## src/rtl/riscv_pkg.sv

```systemverilog
// Shared register-file types and constants for the writeback path.
package riscv_pkg;

  localparam int unsigned XLEN    = 32;
  localparam int unsigned REG_AW  = 5;
  localparam int unsigned REG_NUM = 32;

  typedef struct packed {
    logic [REG_AW-1:0] rd;
    logic [XLEN-1:0]   data;
  } wb_entry_t;

endpackage

```

## src/rtl/reg_writeback_if.sv

```systemverilog
// Result-source, issue, regfile write and forwarding signals of reg_writeback.
// slave: the writeback block; master: the surrounding pipeline.
interface reg_writeback_if;
  import riscv_pkg::*;

  logic                 alu_valid_i;
  logic [REG_AW-1:0]    alu_rd_i;
  logic [XLEN-1:0]      alu_data_i;
  logic                 ld_valid_i;
  logic                 ld_ready_o;
  logic [REG_AW-1:0]    ld_rd_i;
  logic [XLEN-1:0]      ld_data_i;
  logic                 iss_valid_i;
  logic [REG_AW-1:0]    iss_rd_i;
  logic [REG_NUM-1:0]   reg_busy_o;
  logic [XLEN-1:0]      reg_wr_data_o;
  logic [REG_AW-1:0]    reg_wr_reg_o;
  logic                 ctrl_reg_we_o;
  logic [REG_AW-1:0]    fwd_rs1_i;
  logic [REG_AW-1:0]    fwd_rs2_i;
  logic                 fwd_hit1_o;
  logic                 fwd_hit2_o;
  logic [XLEN-1:0]      fwd_data1_o;
  logic [XLEN-1:0]      fwd_data2_o;

  modport slave (
    input  alu_valid_i, alu_rd_i, alu_data_i,
    input  ld_valid_i, ld_rd_i, ld_data_i,
    output ld_ready_o,
    input  iss_valid_i, iss_rd_i,
    output reg_busy_o,
    output reg_wr_data_o, reg_wr_reg_o, ctrl_reg_we_o,
    input  fwd_rs1_i, fwd_rs2_i,
    output fwd_hit1_o, fwd_hit2_o, fwd_data1_o, fwd_data2_o
  );

  modport master (
    output alu_valid_i, alu_rd_i, alu_data_i,
    output ld_valid_i, ld_rd_i, ld_data_i,
    input  ld_ready_o,
    output iss_valid_i, iss_rd_i,
    input  reg_busy_o,
    input  reg_wr_data_o, reg_wr_reg_o, ctrl_reg_we_o,
    output fwd_rs1_i, fwd_rs2_i,
    input  fwd_hit1_o, fwd_hit2_o, fwd_data1_o, fwd_data2_o
  );

endinterface

```

## src/rtl/wb_ldq.sv

```systemverilog
// Load-return FIFO of wb_entry_t; Depth must be a power of two so pointers wrap naturally.
module wb_ldq
  import riscv_pkg::*;
#(
  parameter int unsigned Depth = 4
) (
  input  logic      clk,
  input  logic      rst_n,
  input  logic      push_i,
  input  wb_entry_t entry_i,
  input  logic      pop_i,
  output wb_entry_t head_o,
  output logic      full_o,
  output logic      empty_o
);

  localparam int unsigned PtrW = $clog2(Depth);

  wb_entry_t           mem_q [Depth];
  wb_entry_t           mem_d [Depth];
  logic [PtrW-1:0]     wr_ptr_q, wr_ptr_d;
  logic [PtrW-1:0]     rd_ptr_q, rd_ptr_d;
  logic [PtrW:0]       cnt_q, cnt_d;
  logic                do_push, do_pop;

  assign full_o  = (cnt_q == (PtrW+1)'(Depth));
  assign empty_o = (cnt_q == '0);
  assign head_o  = mem_q[rd_ptr_q];

  // A push at full is legal only when the head leaves on the same edge.
  assign do_pop  = pop_i && !empty_o;
  assign do_push = push_i && (!full_o || do_pop);

  always_comb begin
    mem_d    = mem_q;
    wr_ptr_d = wr_ptr_q;
    rd_ptr_d = rd_ptr_q;
    cnt_d    = cnt_q;
    if (do_push) begin
      mem_d[wr_ptr_q] = entry_i;
      wr_ptr_d        = wr_ptr_q + PtrW'(1);
    end
    if (do_pop) begin
      rd_ptr_d = rd_ptr_q + PtrW'(1);
    end
    unique case ({do_push, do_pop})
      2'b10:   cnt_d = cnt_q + (PtrW+1)'(1);
      2'b01:   cnt_d = cnt_q - (PtrW+1)'(1);
      default: cnt_d = cnt_q;
    endcase
  end

  always_ff @(posedge clk) begin
    mem_q <= mem_d;
  end

  always_ff @(posedge clk or negedge rst_n) begin
    if (!rst_n) begin
      wr_ptr_q <= '0;
      rd_ptr_q <= '0;
      cnt_q    <= '0;
    end else begin
      wr_ptr_q <= wr_ptr_d;
      rd_ptr_q <= rd_ptr_d;
      cnt_q    <= cnt_d;
    end
  end

  no_overflow_a: assert property (@(posedge clk) disable iff (!rst_n)
    !(push_i && full_o && !pop_i));

endmodule

```

## src/rtl/reg_writeback.sv

```systemverilog
// Merges ALU and load results onto the regfile write port and tracks pending writes.
// Optional forwarding of the in-flight write is enabled by defining WB_FWD_EN.
module reg_writeback
  import riscv_pkg::*;
#(
  parameter int unsigned LDQ_DEPTH = 4
) (
  input logic            clk,
  input logic            rst_n,
  reg_writeback_if.slave wb
);

  wb_entry_t          ldq_head;
  wb_entry_t          ldq_entry;
  logic               ldq_full, ldq_empty;
  logic               ldq_push, ldq_pop;
  logic               ld_live, alu_live, bypass;

  logic               we_q, we_d;
  logic [REG_AW-1:0]  wr_reg_q, wr_reg_d;
  logic [XLEN-1:0]    wr_data_q, wr_data_d;
  logic [REG_NUM-1:0] busy_q, busy_d;

  assign ldq_entry = '{rd: wb.ld_rd_i, data: wb.ld_data_i};

  wb_ldq #(
    .Depth (LDQ_DEPTH)
  ) u_ldq (
    .clk     (clk),
    .rst_n   (rst_n),
    .push_i  (ldq_push),
    .entry_i (ldq_entry),
    .pop_i   (ldq_pop),
    .head_o  (ldq_head),
    .full_o  (ldq_full),
    .empty_o (ldq_empty)
  );

  // rd==0 results are consumed but never claim the write slot or a queue entry.
  assign alu_live = wb.alu_valid_i && (wb.alu_rd_i != '0);
  assign ld_live  = wb.ld_valid_i && !ldq_full && (wb.ld_rd_i != '0);

  always_comb begin
    we_d      = 1'b0;
    wr_reg_d  = '0;
    wr_data_d = '0;
    ldq_pop   = 1'b0;
    bypass    = 1'b0;
    if (alu_live) begin
      we_d      = 1'b1;
      wr_reg_d  = wb.alu_rd_i;
      wr_data_d = wb.alu_data_i;
    end else if (!ldq_empty) begin
      ldq_pop   = 1'b1;
      we_d      = 1'b1;
      wr_reg_d  = ldq_head.rd;
      wr_data_d = ldq_head.data;
    end else if (ld_live) begin
      bypass    = 1'b1;
      we_d      = 1'b1;
      wr_reg_d  = wb.ld_rd_i;
      wr_data_d = wb.ld_data_i;
    end
    ldq_push = ld_live && !bypass;
  end

  // Set after clear so a new producer issued on the write edge keeps the bit.
  always_comb begin
    busy_d = busy_q;
    if (we_d) begin
      busy_d[wr_reg_d] = 1'b0;
    end
    if (wb.iss_valid_i && (wb.iss_rd_i != '0)) begin
      busy_d[wb.iss_rd_i] = 1'b1;
    end
  end

  always_ff @(posedge clk or negedge rst_n) begin
    if (!rst_n) begin
      we_q      <= 1'b0;
      wr_reg_q  <= '0;
      wr_data_q <= '0;
      busy_q    <= '0;
    end else begin
      we_q      <= we_d;
      wr_reg_q  <= wr_reg_d;
      wr_data_q <= wr_data_d;
      busy_q    <= busy_d;
    end
  end

  assign wb.ld_ready_o    = !ldq_full;
  assign wb.ctrl_reg_we_o = we_q;
  assign wb.reg_wr_reg_o  = wr_reg_q;
  assign wb.reg_wr_data_o = wr_data_q;
  assign wb.reg_busy_o    = busy_q;

`ifdef WB_FWD_EN
  assign wb.fwd_hit1_o  = we_q && (wr_reg_q == wb.fwd_rs1_i) && (wb.fwd_rs1_i != '0);
  assign wb.fwd_hit2_o  = we_q && (wr_reg_q == wb.fwd_rs2_i) && (wb.fwd_rs2_i != '0);
  assign wb.fwd_data1_o = wr_data_q;
  assign wb.fwd_data2_o = wr_data_q;
`else
  logic unused_fwd;
  assign unused_fwd     = ^{wb.fwd_rs1_i, wb.fwd_rs2_i};
  assign wb.fwd_hit1_o  = 1'b0;
  assign wb.fwd_hit2_o  = 1'b0;
  assign wb.fwd_data1_o = '0;
  assign wb.fwd_data2_o = '0;
`endif

endmodule

```

## src/flat_wrapper.sv

```systemverilog
// flat-port wrapper written by rule: the top's interface ports become plain ports
module reg_writeback_flat import riscv_pkg::*;
#(
  parameter int unsigned LDQ_DEPTH = 4
)
  (clk, rst_n, wb_alu_valid_i, wb_alu_rd_i, wb_alu_data_i, wb_ld_valid_i, wb_ld_rd_i, wb_ld_data_i, wb_ld_ready_o, wb_iss_valid_i, wb_iss_rd_i, wb_reg_busy_o, wb_reg_wr_data_o, wb_reg_wr_reg_o, wb_ctrl_reg_we_o, wb_fwd_rs1_i, wb_fwd_rs2_i, wb_fwd_hit1_o, wb_fwd_hit2_o, wb_fwd_data1_o, wb_fwd_data2_o);
  reg_writeback_if wb_i ();
  input logic clk;
  input logic rst_n;
  input wire logic [$bits(wb_i.alu_valid_i)-1:0] wb_alu_valid_i;
  input wire logic [$bits(wb_i.alu_rd_i)-1:0] wb_alu_rd_i;
  input wire logic [$bits(wb_i.alu_data_i)-1:0] wb_alu_data_i;
  input wire logic [$bits(wb_i.ld_valid_i)-1:0] wb_ld_valid_i;
  input wire logic [$bits(wb_i.ld_rd_i)-1:0] wb_ld_rd_i;
  input wire logic [$bits(wb_i.ld_data_i)-1:0] wb_ld_data_i;
  output wire logic [$bits(wb_i.ld_ready_o)-1:0] wb_ld_ready_o;
  input wire logic [$bits(wb_i.iss_valid_i)-1:0] wb_iss_valid_i;
  input wire logic [$bits(wb_i.iss_rd_i)-1:0] wb_iss_rd_i;
  output wire logic [$bits(wb_i.reg_busy_o)-1:0] wb_reg_busy_o;
  output wire logic [$bits(wb_i.reg_wr_data_o)-1:0] wb_reg_wr_data_o;
  output wire logic [$bits(wb_i.reg_wr_reg_o)-1:0] wb_reg_wr_reg_o;
  output wire logic [$bits(wb_i.ctrl_reg_we_o)-1:0] wb_ctrl_reg_we_o;
  input wire logic [$bits(wb_i.fwd_rs1_i)-1:0] wb_fwd_rs1_i;
  input wire logic [$bits(wb_i.fwd_rs2_i)-1:0] wb_fwd_rs2_i;
  output wire logic [$bits(wb_i.fwd_hit1_o)-1:0] wb_fwd_hit1_o;
  output wire logic [$bits(wb_i.fwd_hit2_o)-1:0] wb_fwd_hit2_o;
  output wire logic [$bits(wb_i.fwd_data1_o)-1:0] wb_fwd_data1_o;
  output wire logic [$bits(wb_i.fwd_data2_o)-1:0] wb_fwd_data2_o;
  assign wb_i.alu_valid_i = wb_alu_valid_i;
  assign wb_i.alu_rd_i = wb_alu_rd_i;
  assign wb_i.alu_data_i = wb_alu_data_i;
  assign wb_i.ld_valid_i = wb_ld_valid_i;
  assign wb_i.ld_rd_i = wb_ld_rd_i;
  assign wb_i.ld_data_i = wb_ld_data_i;
  assign wb_ld_ready_o = wb_i.ld_ready_o;
  assign wb_i.iss_valid_i = wb_iss_valid_i;
  assign wb_i.iss_rd_i = wb_iss_rd_i;
  assign wb_reg_busy_o = wb_i.reg_busy_o;
  assign wb_reg_wr_data_o = wb_i.reg_wr_data_o;
  assign wb_reg_wr_reg_o = wb_i.reg_wr_reg_o;
  assign wb_ctrl_reg_we_o = wb_i.ctrl_reg_we_o;
  assign wb_i.fwd_rs1_i = wb_fwd_rs1_i;
  assign wb_i.fwd_rs2_i = wb_fwd_rs2_i;
  assign wb_fwd_hit1_o = wb_i.fwd_hit1_o;
  assign wb_fwd_hit2_o = wb_i.fwd_hit2_o;
  assign wb_fwd_data1_o = wb_i.fwd_data1_o;
  assign wb_fwd_data2_o = wb_i.fwd_data2_o;
  reg_writeback #(.LDQ_DEPTH(LDQ_DEPTH)) u_core (.clk(clk), .rst_n(rst_n), .wb(wb_i));
endmodule
```

## config.mk

```make
export PLATFORM = sky130hd
export DESIGN_NAME = reg_writeback_flat
export DESIGN_NICKNAME = d
export VERILOG_FILES = /design/src/rtl/riscv_pkg.sv /design/src/rtl/reg_writeback_if.sv /design/src/rtl/wb_ldq.sv /design/src/rtl/reg_writeback.sv /design/src/flat_wrapper.sv
export SDC_FILE = /design/constraint.sdc
export NUM_CORES = 1
export LEC_CHECK = 0
export CAP_MARGIN = 0
export CELL_PAD_IN_SITES_DETAIL_PLACEMENT = 1
export CELL_PAD_IN_SITES_GLOBAL_PLACEMENT = 1
export CORE_MARGIN = 2
export CORE_UTILIZATION = 40
export DETAILED_ROUTE_END_ITERATION = 8
export GPL_ROUTABILITY_DRIVEN = 1
export PLACE_DENSITY = 0.92
export SLEW_MARGIN = 20
export SYNTH_ARGS = -nofsm -noshare
export SYNTH_HDL_FRONTEND = slang
export SYNTH_HIERARCHICAL = 1
export SYNTH_SLANG_ARGS = --single-unit
```

## constraint.sdc

```tcl
create_clock -name clk -period 3.2 [get_ports clk]
set_input_delay 0.48 -clock clk [delete_from_list [all_inputs] [get_ports clk]]
set_output_delay 0.48 -clock clk [all_outputs]
set_load 0.03 [all_outputs]
```

==> results.yml, run 1 <==
clock_tree:
  htreeDepth: 1
  cts-resized-gates: 0
  clk_latency_ns: 0.52
  numCtsBuffers: 24
  clkSinkCount: 225
  ctsHoldBuffers: 0
  postCtsSetupRepairBufs: 0
  cts_max_path_buffers: 3
  clockRootBuffer: "clkbuf_16"
  clkTransAtPathRegs_ns: 0.06
  cts_tree: "done"
timing:
  slew_headroom_pct: 49.36
  setup_slack_ns: 0.4000
  period_share_pct: 87.50
  worstMarginPinSlew_ns: 0.7596
  max_freq_ghz: 0.3571
  slew_viol_final: 0
  finalCriticalPeriod_ns: 2.800
  grt_setup_unrepaired: "no"
  holdWs_ns: 0.008649
  hold_violations: 0
  setup_viol: 0
  finClkSkew_ns: 0.01721
floorplan:
  die_w_um: 159.0
  initial_core_util_pct: 40.80
  dieArea_mm2: 0.02527
  core_mm2: 0.02354
  num_io_pins: 231
  num_rows: 56
  die_h_um: 159.0
logic_synthesis:
  syn_area_per_cell_um2: 14.13
  synth_edf_count: 148
  synth.distinct_cells: 56
  synth-seq-cells: 225
  synthesis.instances: 680
  synth-async-reset-ratio_pct: 34.22
  yosys_warnings: 6
  yosysSeqAreaShare_pct: 66.33
  syn_area_mm2: 0.009605
  synthFlopType: "edfxtp_1"
global_routing:
  grt_antenna_before_repair: 1
  grt_pass1_wl_um: 40100
  grt_max_degree: 78
  grtUsageTotal_pct: 20.37
  grt-ovfl-total: 0
  grt_pass1_vias: 6847
placed_design:
  dp_hpwl_um: 16840
  gp_congestion: 0.8476
  post_dp_cell_area_mm2: 0.01144
  preCtsSetupSlack_ns: -0.05456
  portBuffers: 154
setup_path:
  crit_arrival_ns: 3.19
  reg2regPathDepth: 8
  cp-startpoint: "wb_alu_rd_i[1]"
  required_ns: 3.59
  path_max_fanout: 39
  worstSetupPathType: "in -> reg"
  reg2reg_from: "u_core/u_ldq/cnt_q[0]"
  cp-end-kind: "flip-flop"
  setup.worst_path.start_class: "primary input"
route:
  viasPerCell: 5.142
  routed-via-count: 6165
  firstDrtPassIters: 5
  drt_wl_total_um: 26090
  drt-wirelength-per-cell_um: 21.76
  ant_nets: 0
  first_iter_violations: 390
  drc_errors: 0
power_and_ir_drop:
  p_sw_share_pct: 35.55
  power_w: 0.01126
  cellInternalPower_w: 0.007256
  power_frac_seq_pct: 38.8
  p_comb_share_pct: 37.6
  switchingPower_w: 0.004003
  clkPwrFrac_pct: 23.6
  p_per_area_mw_per_mm2: 922.7
  p_leak_nw: 4.537
  ir_drop_uv: 456.1
layout:
  final_cell_mix: "clkdlybuf4s50_1 (153), edfxtp_1 (148), nand2_1 (85)"
  drive_gt1_share_pct: 14.79
  mostFrequentLayoutCell: "clkdlybuf4s50_1"
  regArea_mm2: 0.006374
  areaGrowthSynthToFinish_pct: 27.03
  nets: 961
  fill_cells: 2380
  multi_input_comb_area_mm2: 0.002774
  stdcell_area_mm2: 0.01220
outcome:
  status: "complete, no violations"
worst_hold_path:
  min_path_type: "in -> async"
run:
  cap_violations: 0
## logic make-up after synthesis
family          count (synthesis)  synth area share, %
simple gates                  163                7.712
fa+ha+maj                       6               0.8597
compound gates                129                8.219
flops                         225                66.33
mux                            39                8.936
buf+inv                       111                7.360
xor+xnor                        6               0.5472
other cells                     1              0.03904
## area by class of cell
| type | instances | area share (%) |
|---|---|---|
| clock buffers | 31 | 5.394 |
| diodes | 1 | 0.02051 |
| flip-flops and latches | 225 | 52.24 |
| clock inverters | 13 | 0.7588 |
| multi-input cells | 409 | 22.73 |
| repair buffers | 186 | 15.13 |
| well taps | 319 | 3.271 |
| inverters | 15 | 0.4614 |
## metrics by stage
step	cells	TNS (ns)	utilization (%)
after global routing	1199	0	51.83
after detailed placement	1154	-0.07392	48.61
after global placement	1154	0	48.61
final	1199	0	51.83
after floorplan	745	0	-
after CTS	1198	0	51.80
## registers in the layout, summed over array words and instances, names as in the netlist
name,flops
u_core/u_ldq/cnt_q,3
u_core/u_ldq/mem_q,148
u_core/u_ldq/rd_ptr_q,2
u_core/u_ldq/wr_ptr_q,2
u_core/wb.ctrl_reg_we_o,1
u_core/wb.reg_busy_o,32
u_core/wb.reg_wr_data_o,32
u_core/wb.reg_wr_reg_o,5
## Yosys cell counts (2+ instances only)
| master | instances | share of area [%] |
|---|---|---|
| nor3b_1 | 3 | 0.23 |
| nand2_1 | 85 | 3.3 |
| o21a_1 | 2 | 0.16 |
| nand3_1 | 6 | 0.31 |
| and3b_1 | 3 | 0.27 |
| nand3b_1 | 3 | 0.23 |
| o21ai_4 | 3 | 0.51 |
| and2_2 | 4 | 0.31 |
| nor3_1 | 2 | 0.10 |
| buf_2 | 7 | 0.36 |
| and3_1 | 2 | 0.13 |
| xor2_1 | 3 | 0.27 |
| xnor2_1 | 3 | 0.27 |
| o21ai_0 | 38 | 2.0 |
| buf_4 | 71 | 5.5 |
| buf_1 | 2 | 0.078 |
| a21oi_1 | 34 | 1.8 |
| edfxtp_1 | 148 | 46 |
| o21ai_1 | 30 | 1.6 |
| o41ai_1 | 2 | 0.18 |
| a31o_2 | 2 | 0.18 |
| mux4_2 | 37 | 8.7 |
| dfrtp_1 | 77 | 20 |
| nand2b_1 | 5 | 0.33 |
| ha_1 | 5 | 0.65 |
| nor2_1 | 40 | 1.6 |
| o31ai_1 | 6 | 0.47 |
| nand3_2 | 3 | 0.31 |
| buf_6 | 2 | 0.23 |
| clkbuf_1 | 14 | 0.55 |
| inv_1 | 13 | 0.51 |
## power groups by stage
stage	Combinational [W]	Clock [W]	Sequential, W
2_1_floorplan	0.00194	0	0.00497
3_3_place_gp	0.00403	0	0.00436
3_5_place_dp	0.00418	0	0.00441
4_1_cts	0.00425	0.00272	0.00438
5_1_grt	0.00449	0.00280	0.00445
6_report	0.00424	0.00266	0.00437
## path summary, 6_finish.rpt
kind                                            end  slack [ns]
min reg2reg                 u_core/wb.reg_busy_o[5]        0.50
max reg2reg                u_core/wb.reg_busy_o[12]        0.51
min                        u_core/wb.reg_busy_o[24]       0.009
max in group asynchronous  u_core/u_ldq/rd_ptr_q[0]        2.63
min in group clk            u_core/wb.reg_busy_o[5]        0.50
max                        u_core/wb.reg_busy_o[28]        0.40
## critical path, stage by stage
cell	delay (ns)
clkdlybuf4s50_1	0.45
or4_4	0.56
o21ai_4	0.17
buf_4	0.50
a31o_2	0.39
nand2_1	0.22
o31ai_1	0.31
nand2_1	0.10
## per-layer routing
metal | up-vias | routed length [um] | track usage (%)
met3 | 60 | 1419 | 3.490
met5 | - | 0 | 0
met1 | 3160 | 10210 | 24.59
met2 | 229 | 13640 | 36.90
met4 | 0 | 817 | 7.149
li1 | 2716 | - | -
No activity file was read; power rests on OpenSTA's default activity.
==> run 2, diff against run 1 <==
--- a/config.mk
+++ b/config.mk
@@ -11,6 +11,6 @@
 export CORE_MARGIN = 2
-export CORE_UTILIZATION = 40
+export CORE_UTILIZATION = 36
 export DETAILED_ROUTE_END_ITERATION = 8
 export GPL_ROUTABILITY_DRIVEN = 1
-export PLACE_DENSITY = 0.92
+export PLACE_DENSITY = 0.88
 export SLEW_MARGIN = 20
==> constraint.sdc (replaced) <==
create_clock -name clk -period 2.5 [get_ports clk]
set_input_delay 0.75 -clock clk [delete_from_list [all_inputs] [get_ports clk]]
set_output_delay 0.75 -clock clk [all_outputs]
set_load 0.03 [all_outputs]
==> results.yml, run 2 (synthesis gave the netlist of run 1 again) <==
power_and_ir_drop:
  power_frac_seq_pct: 37.4
  switchingPower_w: 0.005192
  cellInternalPower_w: 0.009529
  clkPwrFrac_pct: 22.4
  p_comb_share_pct: 40.1
  p_sw_share_pct: 35.27
  ir_drop_uv: 424.0
  p_per_area_mw_per_mm2: 1170
  p_leak_nw: 4.723
route:
  ant_nets: 0
  drt_wl_total_um: 26680
  drt-wirelength-per-cell_um: 21.48
  routed-via-count: 6256
  firstDrtPassIters: 6
  drc_errors: 15
  first_iter_violations: 371
  viasPerCell: 5.037
timing:
  grt_setup_unrepaired: "no"
  worstMarginPinSlew_ns: 0.6419
  period_share_pct: 98.08
  slew_viol_final: 0
  slew_headroom_pct: 57.21
  finalCriticalPeriod_ns: 2.452
  holdWs_ns: 0.1393
  max_freq_ghz: 0.4078
  hold_violations: 0
  setup_viol: 0
  finClkSkew_ns: 0.02224
clock_tree:
  clockRootBuffer: "clkbuf_16"
  ctsHoldBuffers: 0
  clkSinkCount: 225
  clkTransAtPathRegs_ns: 0.07
  clk_latency_ns: 0.52
  numCtsBuffers: 23
  cts_tree: "done"
  cts_max_path_buffers: 3
  htreeDepth: 1
layout:
  multi_input_comb_area_mm2: 0.002859
  layout.cells.non_filler: 1242
  areaGrowthSynthToFinish_pct: 30.99
  drive_gt1_share_pct: 18.74
  regArea_mm2: 0.006374
  n_antenna_cell: 0
  mostFrequentLayoutCell: "edfxtp_1"
  fill_cells: 2677
  nets: 990
  final_cell_mix: "edfxtp_1 (148), clkdlybuf4s50_1 (144), nand2_1 (85)"
  largest_reg_flops: 148
  stdcell_area_mm2: 0.01258
  top_register: "u_core/u_ldq/mem_q"
setup_path:
  cpMostUsedCell: "inv_4"
  crit_family: "simple AND/OR/NAND/NOR gates"
  crit_chain: "or3b_4, inv_4, inv_4, buf_4, buf_8"
  crit_arrival_ns: 1.70
  reg2regPathDepth: 14
  cp_num_buf_inv: 4
  cp-end-kind: "output pin"
  required_ns: 1.75
  slowest_stage: "or3b_4"
  path_max_fanout: 2
  setup.worst_path.start_class: "flip-flop"
  slowest_delay_ns: 0.41
  cp_num_cells: 5
  worstSetupPathType: "reg -> out"
floorplan:
  dieArea_mm2: 0.02800
  die_w_um: 167.3
  num_io_pins: 231
  initial_core_util_pct: 36.76
  num_rows: 59
  core_mm2: 0.02613
  die_h_um: 167.3
global_routing:
  grtUsageTotal_pct: 19.29
  grt_pass1_vias: 7062
  grt_max_degree: 41
  grt_pass1_wl_um: 41910
  grt-ovfl-total: 0
  grt_antenna_before_repair: 0
run:
  cap_violations: 0
outcome:
  violations: "DRC"
  status: "finished, violations left"
placed_design:
  place_inst: 1192
  dp_hpwl_um: 18120
  portBuffers: 154
  post_dp_cell_area_mm2: 0.01175
  gp_congestion: 0.8189
worst_hold_path:
  min_path_type: "in -> async"
run 2: changes by cell type in the layout (fill, tap and decap cells not counted), moves of 4 or more:
cell             change
and2_2               -4
and2_4               +4
buf_12               +7
buf_4               +22
clkbuf_1             +5
clkdlybuf4s50_1      -9
clkinv_2             -5
inv_1                -4
run 2: metrics by stage:
step	power, W	TNS [ns]	utilization (%)	setup slack [ns]
floorplan	0.008914	-45.36	-	-0.5448
global placement	0.01107	-125.40	44.96	-0.7864
detailed placement	0.01131	-143.86	44.96	-1.007
CTS	0.01478	0	47.97	0.007423
global route	0.01540	0	48.15	0.003104
finish	0.01472	0	48.15	0.04801
run 2: power groups by stage:
stage	clock network (W)	logic (W)	registers [W]
6_report	0.00330	0.00591	0.00551
5_1_grt	0.00350	0.00628	0.00561
4_1_cts	0.00338	0.00587	0.00554
3_5_place_dp	0	0.00573	0.00558
3_3_place_gp	0	0.00556	0.00551
2_1_floorplan	0	0.00255	0.00637
run 2: final cells by class:
type / instances / share of cell area, %
clock buffer: 36 / 5.201
multi-input combinational: 409 / 22.72
sequential: 225 / 50.66
tap: 335 / 3.331
clock inverter: 6 / 0.4475
inverter: 15 / 0.4873
timing repair buffer: 216 / 17.15
run 2: per-layer routing:
layer / up-vias / share of wire (%) / global-route usage (%)
met1: 3196 / 41 / 25.00
li1: 2775 / - / -
met4: 0 / 2.2 / 5.709
met5: - / 0 / 0
met3: 44 / 5.6 / 2.813
met2: 241 / 51 / 33.79
run 2: path summary, 6_finish.rpt:
check                                          from                       end  slack (ns)
setup / recovery              u_core/u_ldq/cnt_q[1]             wb_ld_ready_o        0.05
hold / removal                                rst_n  u_core/wb.reg_busy_o[24]        0.14
setup reg to reg              u_core/u_ldq/cnt_q[1]     u_core/u_ldq/cnt_q[2]        0.10
hold reg to reg            u_core/wb.reg_busy_o[21]  u_core/wb.reg_busy_o[21]        0.50
max in group asynchronous                     rst_n  u_core/u_ldq/rd_ptr_q[1]        1.78
min in group clk           u_core/wb.reg_busy_o[21]  u_core/wb.reg_busy_o[21]        0.50
run 2: repair_timing:
| action | in CTS | in global routing |
|---|---|---|
| endpoints found under the setup margin | 208 | 12 |
| pin swaps | 11 | 10 |
| hold endpoints to repair | 0 | 0 |
| buffers inserted | 4 | 4 |
| gates resized for setup | 23 | 13 |
==> run 3, diff against run 2 <==
SYNTH_HIERARCHICAL = not set   (was 1)
==> results.yml, run 3 <==
power_and_ir_drop:
  p_sw_share_pct: 35.83
  clkPwrFrac_pct: 23.7
  p_per_area_mw_per_mm2: 1138
  power_frac_seq_pct: 36.5
  power_w: 0.01455
  cellInternalPower_w: 0.009338
  p_leak_nw: 4.647
  p_comb_share_pct: 39.8
  switchingPower_w: 0.005213
  ir_drop_uv: 597.8
layout:
  top_register: "u_core.u_ldq.mem_q"
  largest_reg_flops: 148
  final_cell_mix: "edfxtp_1 (148), clkdlybuf4s50_1 (143), dfrtp_1 (75)"
  areaGrowthSynthToFinish_pct: 29.49
  drive_gt1_share_pct: 18.00
  nets: 1031
  mostFrequentLayoutCell: "edfxtp_1"
logic_synthesis:
  synth_edf_count: 148
  synth_area_leaders: "edfxtp_1 (45%), dfrtp_1 (20%), mux4_2 (8.4%)"
  synth.distinct_cells: 42
  synthFlopType: "edfxtp_1"
  synth_common_cells: "edfxtp_1 (148), dfrtp_1 (77), nand2_1 (68), nor2_1 (68), buf_4 (66)"
  synthMostInstantiatedCell: "edfxtp_1"
  syn_area_mm2: 0.009872
  synth-seq-cells: 225
  yosysSeqAreaShare_pct: 64.54
  synth_area_leader_cell: "edfxtp_1"
  syn_area_per_cell_um2: 13.56
  synth-async-reset-ratio_pct: 34.22
  yosysTopAreaCellShare_pct: 45.02
  yosys_warnings: 0
  synthesis.instances: 728
floorplan:
  core_mm2: 0.02695
  die_w_um: 169.6
  num_rows: 60
  num_io_pins: 231
  dieArea_mm2: 0.02876
  die_h_um: 169.6
  initial_core_util_pct: 36.63
clock_tree:
  numCtsBuffers: 25
  cts_max_path_buffers: 3
  clkSinkCount: 225
  clkTransAtPathRegs_ns: 0.06
  htreeDepth: 1
  clockRootBuffer: "clkbuf_16"
  cts_tree: "done"
  clk_latency_ns: 0.53
  ctsHoldBuffers: 0
timing:
  max_freq_ghz: 0.4015
  setup_viol: 0
  slew_headroom_pct: 59.64
  hold_violations: 0
  period_share_pct: 99.64
  grt_setup_unrepaired: "yes"
  worstMarginPinSlew_ns: 0.6055
  holdWs_ns: 0.1569
  setup_slack_ns: 0.009113
  finClkSkew_ns: 0.01050
  slew_viol_final: 0
  finalCriticalPeriod_ns: 2.491
route:
  drc_errors: 0
  drt-wirelength-per-cell_um: 20.47
  ant_nets: 0
  viasPerCell: 5.111
  firstDrtPassIters: 5
  drt_wl_total_um: 26450
  first_iter_violations: 496
  routed-via-count: 6603
setup_path:
  crit_chain: "dlygate4sd2_1, or4_4, o21ai_4, buf_6, a21oi_4, inv_2, ha_4, inv_2, fa_2, xor2_1, nor2_1, xor2_1"
  r2r_slack_ns: 0.20
  path_max_fanout: 4
  cp-end-kind: "flip-flop"
  crit_arrival_ns: 2.94
  slowest_stage: "or4_4"
  setup.worst_path.start_class: "primary input"
  required_ns: 2.95
  slowest_delay_ns: 0.58
  worstSetupPathType: "in -> reg"
global_routing:
  grt_util_met2_pct: 32.37
  grt_antenna_before_repair: 1
  busiest_layer: "met2"
  grt_max_degree: 51
  use_met3_pct: 4.011
  grtUsageTotal_pct: 18.33
  grt_pass1_vias: 7073
  grt_pass1_wl_um: 40780
  grt-ovfl-total: 0
  grt_util_met1_pct: 22.99
outcome:
  status: "complete, no violations"
run:
  cap_violations: 0
placed_design:
  preCtsSetupSlack_ns: -0.7930
  dp_hpwl_um: 17370
  portBuffers: 154
  gp_congestion: 0.8253
worst_hold_path:
  min_path_type: "in -> async"
run 3: changes by cell type in the layout (fill, tap and decap cells not counted), sizes merged, moves of 17 or more:
| cell | previous run | this run |
|---|---|---|
| o21ai | 71 | 26 |
| nand3 | 9 | 32 |
| nand2 | 85 | 68 |
| nor2 | 40 | 68 |
| o31ai | 6 | 38 |
| a21oi | 34 | 65 |
run 3: power by group through the flow:
| stage | sequential [W] | clock (W) | combinational (W) |
|---|---|---|---|
| after floorplan | 0.00594 | 0 | 0.00298 |
| after global placement | 0.00531 | 0 | 0.00544 |
| after detailed placement | 0.00538 | 0 | 0.00560 |
| after CTS | 0.00532 | 0.00353 | 0.00577 |
| after global routing | 0.00538 | 0.00365 | 0.00625 |
| final | 0.00531 | 0.00345 | 0.00580 |
run 3: critical path: cells and delay by family:
kind	cells	cell delay (ns)
simple gates	2	0.69
fa+ha+maj	2	0.45
buf+inv	4	0.47
xor+xnor	2	0.29
compound gates	2	0.28
run 3: area by class of cell:
cell class	instances	area (um^2)
fillers	2776	14170
flip-flops and latches	225	6374
multi-input cells	451	3103
repair buffers	215	2048
clock buffers	33	665.6
well taps	341	426.7
clock inverters	13	100.1
inverters	12	60.06
repair inverters	1	3.754
diodes	1	2.502
run 3: timing repair:
| action | in CTS | in global routing |
|---|---|---|
| resized for setup | 26 | 6 |
| hold endpoints to repair | 0 | 0 |
| endpoints found under the setup margin | 48 | 23 |
| cloned | 1 | 0 |
| pin swaps | 5 | 2 |
| buffers inserted | 8 | 5 |
run 3: final timing paths:
path | startpoint | to | cells after the start
setup / recovery | wb_alu_rd_i[3] | u_core.u_ldq.cnt_q[2] | 12
hold / removal | rst_n | u_core.wb.reg_wr_data_o[4] | 1
setup reg to reg | u_core.u_ldq.cnt_q[0] | u_core.wb.reg_busy_o[13] | 8
hold reg to reg | u_core.u_ldq.cnt_q[2] | u_core.u_ldq.cnt_q[2] | 1
max in group asynchronous | rst_n | u_core.u_ldq.rd_ptr_q[1] | 2
min in group clk | u_core.u_ldq.cnt_q[2] | u_core.u_ldq.cnt_q[2] | 1
run 3: metal layers:
layer,vias up,part of all wire (%)
met4,0,1.9
met3,45,6.7
met1,3333,40
li1,2955,-
met5,-,0
met2,270,51
run 3: metrics by stage:
stage / instance area (um^2) / setup TNS (ns) / cells / util [%]
detailed placement: 11840 / -120.13 / 1231 / 43.94
finish: 12780 / 0 / 1292 / 47.43
floorplan: 10160 / -6.151 / 793 / -
global route: 12780 / -0.06444 / 1291 / 47.42
global placement: 11840 / -107.74 / 1231 / 43.94
CTS: 12720 / 0 / 1286 / 47.20
run 3: kinds of logic (layout without fill, tap and decap cells):
| kind of cell | after synthesis | in the layout | synth area share (%) |
|---|---|---|---|
| AO/OA/AOI/OAI | 134 | 134 | 8.429 |
| flip-flops | 225 | 225 | 64.54 |
| XOR/XNOR | 6 | 6 | 0.5324 |
| other | 1 | 67 | 0.03799 |
| multiplexers | 45 | 45 | 9.594 |
| buffers and inverters | 117 | 274 | 7.427 |
| adder cells (fa/ha/maj) | 6 | 6 | 0.8365 |
| AND/OR/NAND/NOR | 194 | 194 | 8.606 |
